==> config.mk <==
export PLATFORM = sky130hd
export DESIGN_NAME = gray_code_tracker
export DESIGN_NICKNAME = d
export VERILOG_FILES = /design/src/rtl/gray_code_tracker.sv
export SDC_FILE = /design/constraint.sdc
export NUM_CORES = 1
export LEC_CHECK = 0
export ABC_AREA = 0
export CORE_MARGIN = 2
export CORE_UTILIZATION = 40
export CTS_CLUSTER_SIZE = 28
export DETAILED_ROUTE_END_ITERATION = 10
export PLACE_DENSITY = 0.66
export SYNTH_ARGS = -nofsm -noshare
export SYNTH_HDL_FRONTEND = slang
export SYNTH_SLANG_ARGS = --single-unit
==> constraint.sdc <==
create_clock -name clk -period 7.73 [get_ports clk]
set_input_delay 1.1595 -clock clk [delete_from_list [all_inputs] [get_ports clk]]
set_output_delay 1.1595 -clock clk [all_outputs]
set_load 0.1 [all_outputs]
==> src/rtl/gray_code_tracker.sv <==
// gray_code_tracker: Gray input decoder with step classification, position accumulator and sticky error
module gray_code_tracker #(
  parameter int WIDTH = 2,
  parameter int POS_W = 8,
  parameter int ERR_W = 4
) (
  input  logic             clk,
  input  logic             res,
  input  logic             en,
  input  logic [WIDTH-1:0] gray_in,
  input  logic             err_clr,
  output logic [WIDTH-1:0] bin_out,
  output logic             step_up,
  output logic             step_dn,
  output logic [POS_W-1:0] pos,
  output logic             locked,
  output logic             err,
  output logic [ERR_W-1:0] err_cnt
);
  typedef enum logic {UNLOCKED, TRACK} state_t;
  state_t state;
  logic [WIDTH-1:0] g_bin, d;
  logic trk, up_c, dn_c, bad_c;
  for (genvar i = 0; i < WIDTH; i++) begin : g_conv
    assign g_bin[i] = ^gray_in[WIDTH-1:i];
  end
  always_comb begin
    d     = g_bin - bin_out;
    trk   = en && state == TRACK;
    up_c  = trk && d == WIDTH'(1);
    dn_c  = trk && d == '1;
    bad_c = trk && d != '0 && !up_c && !dn_c;
  end
  always_ff @(posedge clk or negedge res) begin
    if (!res) begin
      state   <= UNLOCKED;
      bin_out <= '0;
      step_up <= 1'b0;
      step_dn <= 1'b0;
      pos     <= '0;
      locked  <= 1'b0;
      err     <= 1'b0;
      err_cnt <= '0;
    end else begin
      step_up <= up_c;
      step_dn <= dn_c;
      if (en) bin_out <= g_bin;
      if (en && state == UNLOCKED) begin
        state  <= TRACK;
        locked <= 1'b1;
      end
      pos     <= up_c ? pos + POS_W'(1) : dn_c ? pos - POS_W'(1) : pos;
      err     <= bad_c | (err & ~err_clr);
      // an illegal jump on the clearing edge restarts the count at one
      err_cnt <= bad_c ? (err_clr ? ERR_W'(1) : (&err_cnt ? err_cnt : err_cnt + ERR_W'(1)))
                       : (err_clr ? '0 : err_cnt);
    end
  end
endmodule

== After elaboration in Yosys (flattened, before gate mapping) ==
Index checks and enable logic that the tools add are counted.
Word-level totals
  flip-flop bits (word level): 18
  input bits: 6
  output and inout bits: 18
  logic and storage cells: 39
Cells by class
  add/subtract/negate cells: 4
  equal/unequal tests: 3
  mux-type cells: 6
  bitwise gates (word level): 4
  reductions and logical operators: 15
Operator list (count)
  4-bit two-way mux: 4
  8-bit two-way mux: 2
  8-bit by 1-bit adder with 8-bit output (second input constant): 1
  8-bit by 1-bit subtractor with 8-bit output (second input constant): 1
  1-bit logical AND: 7
  2-bit nonzero test: 3
  4-bit by 1-bit adder with 4-bit output (second input constant): 1
  4-bit AND reduction: 1
  2-bit by 1-bit equality test with 1-bit output (second input constant): 1
  2-bit equality test (second input constant): 1
  1-bit zero test: 2
  2-bit != test (second input constant): 1
  1-bit inverter: 2
  2-bit AND reduction: 1
  2-bit XOR reduction: 1
  2-bit subtractor: 1
  1-bit AND: 1
  1-bit OR: 1

== Depth between registers and ports, before layout ==
Gate-level depths: netlist (run 1).
  word-level depth: 9
  depth in mapped cells: 11
  mapped depth without buffers: 11

== Least setup slack after synthesis (run 1) ==
No wires, ideal clock.
  path kind: in2reg
  start: input gray_in[1]
  end: register pos[6]
  setup time: 131 ps
  arrival time: 3568 ps
  data required time: 7599 ps
  setup slack: 4030 ps
  stages: 11
  buffers on the path: 0
  cell sequence: xnor2_1 ha_1 nand3b_1 nor2b_1 inv_1 fa_1 a21o_1 a21o_1 a21oi_1 nor4b_1 or3_1
Between the ends
  cells in the longest elaborated chain, start to end: 5
  elaborated cells on any way between the ends: 8
RTL lines
  from (decl): line 10  | input logic [WIDTH-1:0] gray_in,
  2-bit XOR reduction: line 25  | assign g_bin[i] = ^gray_in[WIDTH-1:i];
  2-bit subtractor (*): line 28  | d = g_bin - bin_out;
  2-bit by 1-bit equality test with 1-bit output (*): line 30  | up_c = trk && d == WIDTH'(1);
  1-bit logical AND (*): line 30
  net up_c: line 23  | logic trk, up_c, dn_c, bad_c;
  8-bit two-way mux or 2-bit nonzero test (tied branches)
  to (signal assigned): line 52  | pos <= up_c ? pos + POS_W'(1) : dn_c ? pos - POS_W'(1) : pos;
  to (decl): line 15  | output logic [POS_W-1:0] pos,
The timed path passes the listed nets; every way through them passes the cells marked *.
A chain may end at the register's enable or synchronous reset.

== Worst setup path after layout (run 1) ==
Same ends and word-level chain as after synthesis.

==> results of run 1 <==
## cells in the mapped netlist
library cell	n
o21ai_0	7
a21o_1	4
nor3b_1	2
inv_1	2
o211ai_1	1
xor2_1	2
a21oi_1	8
mux2i_1	1
clkbuf_1	1
fa_1	1
nor4b_1	1
nor2_1	3
nand2_1	7
a211o_1	1
a211oi_1	1
nand3b_1	1
nor2_4	1
or3_1	2
xnor3_1	1
nor3_1	2
o21bai_1	1
nor4bb_1	1
dfrtp_1	18
o22ai_1	1
or2_2	1
nand3_1	5
xnor2_1	5
nand2_4	1
ha_1	8
and4b_1	1
mux2_2	2
nor2b_1	1
## metal layers
metal | routed length (um) | global-route usage [%] | vias up
met4 | 12 | 6.25 | 0
met5 | 0 | 0 | -
met1 | 926 | 20.7 | 365
met2 | 903 | 25.5 | 20
met3 | 111 | 2.46 | 2
li1 | - | - | 392
## registers in the layout (all words and copies together), names as in the netlist
register / cells
step_dn: 1
pos: 8
bin_out: 2
step_up: 1
err_cnt: 4
err: 1
locked: 1
## final timing paths
check | from | endpoint | slack (ps) | depth (start not counted)
worst max register to register | bin_out[0] | pos[6] | 4450 | 10
max in group asynchronous | res | pos[5] | 5870 | 1
worst min-delay path | pos[7] | pos[7] | 480 | 1
worst max-delay path | gray_in[1] | pos[6] | 3320 | 12
min in group asynchronous | res | err_cnt[3] | 1340 | 1
worst min register to register | pos[7] | pos[7] | 480 | 1
## stage by stage
step                      hold WS (ps)  instance area, um^2  setup slack, ps  std cells
after floorplan                    864                 1010             4030         94
after global placement             462                 1280             3030        146
after detailed placement           468                 1280             3020        146
after CTS                          486                 1300             3280        149
after global routing               499                 1300             2990        149
final                              482                 1300             3320        149
## area by class of cell
type | count | share of cell area (%)
clock buffer | 3 | 1.73
inverter | 2 | 0.578
multi-input combinational | 73 | 42.4
sequential | 18 | 34.7
tap | 30 | 2.89
timing repair buffer | 23 | 17.7
## cells by family (layout without fill, tap and decap cells)
logic type	after synthesis	after routing	share of synthesized area [%]
muxes	3	3	3.21
xor gates and xnor gates	8	8	8.28
and+or+nand+nor	29	29	16.9
adders and majority gates	9	9	11.9
DFF	18	18	44.5
AOI/OAI and AO/OA	24	24	14.1
buffers and inverters	3	28	1.11
==> reports/metrics.json, run 1 <==
{
  "outcome": {"value": "complete, no violations"},
  "num_rows": {"value": 18},
  "synth.ff_latch_count": {"value": 18},
  "synth_largest_type_area_fraction": {"value": 44.5, "unit": "%"},
  "layout.cells.most_common_list": {"value": "clkdlybuf4s50_1 (23), dfrtp_1 (18), a21oi_1 (8), ha_1 (8)"},
  "synth_top_area_cell": {"value": "dfrtp_1"},
  "postSynthNetCount": {"value": 109},
  "postCtsSetupBuffers": {"value": 0},
  "area_growth_syn_to_layout": {"value": 28.3, "unit": "%"},
  "post_synth_main_area_contributors": {"value": "dfrtp_1 (44%), ha_1 (9.9%), xnor2_1 (4.3%), a21oi_1 (4.0%), o21ai_0 (3.5%)"},
  "post-route-period-util": {"value": 57.1, "unit": "%"},
  "fin_util": {"value": 53.4, "unit": "%"},
  "worst-setup-path-type": {"value": "in -> reg"},
  "critical_path_fanouts_max": {"value": 17},
  "crit_path_cell_trace": {"value": "clkdlybuf4s50_1, xnor2_1, ha_1, nand3b_1, nor2b_1, inv_1, fa_1, a21o_1, a21o_1, a21oi_1, nor4b_1, or3_1"},
  "fillCellCount": {"value": 249},
  "clock-sinks": {"value": 18},
  "start_util": {"value": 41.6, "unit": "%"},
  "core": {"value": 2430, "unit": "um^2"},
  "antennaDiodeCount": {"value": 0},
  "sequential_cell_area": {"value": 450, "unit": "um^2"},
  "multi_input_area": {"value": 551, "unit": "um^2"},
  "cp_slowest_cell": {"value": "nand3b_1"},
  "postSynthAreaPerCell": {"value": 10.8, "unit": "um^2"},
  "floorplan.die.height": {"value": 54.3, "unit": "um"},
  "dp_hpwl": {"value": 1450, "unit": "um"},
  "timing.critical_path.slowest_cell_delay": {"value": 500, "unit": "ps"},
  "grt_antenna_before_repair": {"value": 0},
  "detailedRoute.firstPassIterationCount": {"value": 4},
  "cts_hold_buffers": {"value": 0},
  "cpLargestDelayFamily": {"value": "simple AND/OR/NAND/NOR gates"},
  "root_buffer": {"value": "clkbuf_4"},
  "track_usage": {"value": 15.6, "unit": "%"},
  "grt_remaining_overflow": {"value": 0},
  "grt_first_pass_wirelength": {"value": 3290, "unit": "um"},
  "syn_inst": {"value": 94},
  "synth_cell_types": {"value": 32},
  "timing.max_slew.rel_slack": {"value": 35.2, "unit": "%"},
  "grt_pass1_vias": {"value": 760},
  "worst_setup_hold_path_clk_slew": {"value": 100, "unit": "ps"},
  "number_of_instances_resized_during_post_cts_repair": {"value": 0},
  "drive_gt1_share": {"value": 6.72, "unit": "%"},
  "endpoint_kind": {"value": "flop"},
  "drc_errors": {"value": 0},
  "finalWirelength": {"value": 1950, "unit": "um"},
  "place_congestion": {"value": 0.813},
  "shortest_period_the_worst_path_allows": {"value": 4410, "unit": "ps"},
  "fin_skew": {"value": 7.08, "unit": "ps"},
  "worst_setup_path_start_kind": {"value": "primary input"},
  "layout_commonest_cell": {"value": "clkdlybuf4s50_1"},
  "design.final.nets": {"value": 136},
  "dr.first_iter.drc_count": {"value": 11},
  "setup_tns": {"value": 0, "unit": "ps"},
  "cts_tree": {"value": "done"},
  "slew_viol_final": {"value": 0},
  "max_cap_viol_count": {"value": 0},
  "tightest_slew": {"value": 969, "unit": "ps"},
  "timing.hold.worst.class": {"value": "reg -> reg"},
  "die_w": {"value": 54.3, "unit": "um"},
  "drt.antenna.violating_nets": {"value": 0},
  "syn-cell-area": {"value": 1010, "unit": "um^2"},
  "max-clock-path-buffers": {"value": 2},
  "worst-endpoint-arrival": {"value": 4580, "unit": "ps"},
  "ys_warn_count": {"value": 0},
  "vias": {"value": 779},
  "timing.critical_path.mode_cell": {"value": "a21o_1"},
  "floorplan.die_area": {"value": 2950, "unit": "um^2"},
  "detail_routed_via_count_per_cell": {"value": 5.23},
  "rsz0062_at_grt": {"value": "no"},
  "detail_route.wl_per_cell": {"value": 13.1, "unit": "um"},
  "grt_start_max_net_pins": {"value": 19},
  "synth.yosys.seq_area_share": {"value": 44.5, "unit": "%"},
  "cp.required": {"value": 7900, "unit": "ps"},
  "io_pins": {"value": 24},
  "cts_buffers": {"value": 3},
  "hold_viol_final": {"value": 0},
  "clkLatencyLatePin": {"value": 280, "unit": "ps"},
  "max_clock_freq": {"value": 227, "unit": "MHz"},
  "worstPathBufferInverterCount": {"value": 2},
  "buffer_ports.inserted": {"value": 23},
  "finalSetupViolations": {"value": 0},
  "clock_tree.htree_level_count": {"value": 1}
}
Power of run 1 is not shown: default switching activity piles up to over one toggle a cycle in this logic, so the estimate is an artifact.
==> inputs of run 2 (changes only) <==
--- a/config.mk
+++ b/config.mk
@@ -10,7 +10,7 @@
 export CORE_UTILIZATION = 40
 export CTS_CLUSTER_SIZE = 28
 export DETAILED_ROUTE_END_ITERATION = 10
-export PLACE_DENSITY = 0.66
+export PLACE_DENSITY = 0.69
 export SYNTH_ARGS = -nofsm -noshare
 export SYNTH_HDL_FRONTEND = slang
 export SYNTH_SLANG_ARGS = --single-unit
==> constraint.sdc (replaced) <==
create_clock -name clk -period 3.9 [get_ports clk]
set_input_delay 0.585 -clock clk [delete_from_list [all_inputs] [get_ports clk]]
set_output_delay 0.585 -clock clk [all_outputs]
set_load 0.1 [all_outputs]
==> run 2 against run 1 <==
Routed wire length down 1.0%. Clock skew down 2.6 ps. Sequential share of layout area down 0.20 points. Final area up 0.58%. Hold slack worse by 8.9 ps. Flip-flop and latch count unchanged.
==> reports/metrics.json, run 2 (synthesis results as in run 1) <==
{
  "outcome": {"value": "complete, no violations"},
  "critical_path_fanouts_max": {"value": 7},
  "shortest_period_the_worst_path_allows": {"value": 3390, "unit": "ps"},
  "cp.required": {"value": 4080, "unit": "ps"},
  "setup_tns": {"value": 0, "unit": "ps"},
  "core": {"value": 2430, "unit": "um^2"},
  "timing.hold.worst_path_depth": {"value": 1},
  "floorplan.die_area": {"value": 2950, "unit": "um^2"},
  "layout_commonest_cell": {"value": "clkdlybuf4s50_1"},
  "number_of_instances_resized_during_post_cts_repair": {"value": 0},
  "dp_hpwl": {"value": 1420, "unit": "um"},
  "design.final.nets": {"value": 137},
  "hold_viol_final": {"value": 0},
  "cts_tree": {"value": "done"},
  "root_buffer": {"value": "clkbuf_4"},
  "worst-endpoint-arrival": {"value": 3560, "unit": "ps"},
  "worst_r2r_path_depth": {"value": 10},
  "largest_register_ffs": {"value": 8},
  "drive_gt1_share": {"value": 7.50, "unit": "%"},
  "track_usage": {"value": 15.0, "unit": "%"},
  "buffer_ports.inserted": {"value": 23},
  "detail_routed_via_count_per_cell": {"value": 5.33},
  "place_congestion": {"value": 0.791},
  "clock_tree.htree_level_count": {"value": 1},
  "die_w": {"value": 54.3, "unit": "um"},
  "largest-register": {"value": "pos"},
  "vias": {"value": 800},
  "clock-sinks": {"value": 18},
  "detail_route.wl_per_cell": {"value": 12.9, "unit": "um"},
  "detailedRoute.firstPassIterationCount": {"value": 4},
  "layout.cells.most_common_list": {"value": "clkdlybuf4s50_1 (23), dfrtp_1 (18), a21oi_1 (8), ha_1 (8)"},
  "grt_first_pass_wirelength": {"value": 3260, "unit": "um"},
  "post-route-period-util": {"value": 86.8, "unit": "%"},
  "finalSetupViolations": {"value": 0},
  "timing.hold.worst.class": {"value": "reg -> reg"},
  "postCtsSetupBuffers": {"value": 0},
  "fillCellCount": {"value": 236},
  "io_pins": {"value": 24},
  "grt_start_max_net_pins": {"value": 19},
  "reg_top3": {"value": "pos: 8 flops, err_cnt: 4 flops, bin_out: 2 flops"},
  "tightest_slew": {"value": 969, "unit": "ps"},
  "finalWirelength": {"value": 1930, "unit": "um"},
  "area_growth_syn_to_layout": {"value": 29.0, "unit": "%"},
  "cts_buffers": {"value": 3},
  "max-clock-path-buffers": {"value": 2},
  "worst-setup-path-type": {"value": "in -> reg"},
  "antennaDiodeCount": {"value": 0},
  "drt.antenna.violating_nets": {"value": 0},
  "drc_errors": {"value": 0},
  "grt_remaining_overflow": {"value": 0},
  "cts_hold_buffers": {"value": 0},
  "worst_setup_path_start_kind": {"value": "primary input"},
  "num_rows": {"value": 18},
  "dr.first_iter.drc_count": {"value": 9},
  "grt_pass1_vias": {"value": 777},
  "worst_setup_hold_path_clk_slew": {"value": 100, "unit": "ps"},
  "fin_skew": {"value": 4.48, "unit": "ps"},
  "max_cap_viol_count": {"value": 0},
  "floorplan.die.height": {"value": 54.3, "unit": "um"},
  "endpoint_kind": {"value": "flop"},
  "clkLatencyLatePin": {"value": 290, "unit": "ps"},
  "place_area": {"value": 1280, "unit": "um^2"},
  "max_clock_freq": {"value": 295, "unit": "MHz"},
  "fin_util": {"value": 53.7, "unit": "%"},
  "start_util": {"value": 41.6, "unit": "%"},
  "finalInstanceArea": {"value": 1310, "unit": "um^2"},
  "timing.max_slew.rel_slack": {"value": 35.2, "unit": "%"},
  "rsz0062_at_grt": {"value": "no"},
  "grt_antenna_before_repair": {"value": 0},
  "slew_viol_final": {"value": 0}
}
-- run 2: final timing paths --
path,start,end,slack [ps]
max,gray_in[1],pos[6],510
min,pos[7],pos[7],470
max reg2reg,bin_out[0],pos[6],1040
min reg2reg,pos[7],pos[7],470
max in group asynchronous,res,pos[0],2620
min in group asynchronous,res,step_up,770
-- run 2: area by class of cell --
| cell class | count | area, um^2 | share of cell area, % |
|---|---|---|---|
| Clock buffer | 3 | 22.5 | 1.72 |
| Inverter | 2 | 7.51 | 0.575 |
| Multi-Input combinational cell | 73 | 551 | 42.1 |
| Sequential cell | 18 | 450 | 34.5 |
| Tap cell | 30 | 37.5 | 2.87 |
| Timing Repair Buffer | 24 | 238 | 18.2 |
-- run 2: per-layer routing --
metal	GRT usage (%)	vias up	routed length [um]	share of wire (%)
met5	0	-	0	0
met2	25.5	19	904	47
li1	-	395	-	-
met3	2.73	0	97	5.0
met4	5.00	0	0	0
met1	19.1	386	931	48
-- run 2: through the flow --
| stage | std cells | hold WS [ps] | setup slack, ps |
|---|---|---|---|
| after global routing | 150 | 512 | 240 |
| after detailed placement | 147 | 466 | 205 |
| after floorplan | 94 | 289 | 499 |
| after CTS | 150 | 482 | 518 |
| after global placement | 147 | 464 | 297 |
| final | 150 | 473 | 514 |
-- run 2: critical path, stage by stage --
cell and delay (ps):
clkdlybuf4s50_1 540, xnor2_1 110, ha_1 200, xnor3_1 290, nor2b_1 220, inv_1 180
fa_1 430, a21o_1 200, a21o_1 200, a21oi_1 170, nor4b_1 70, or3_1 360
Power of run 2 is left out for the same reason.
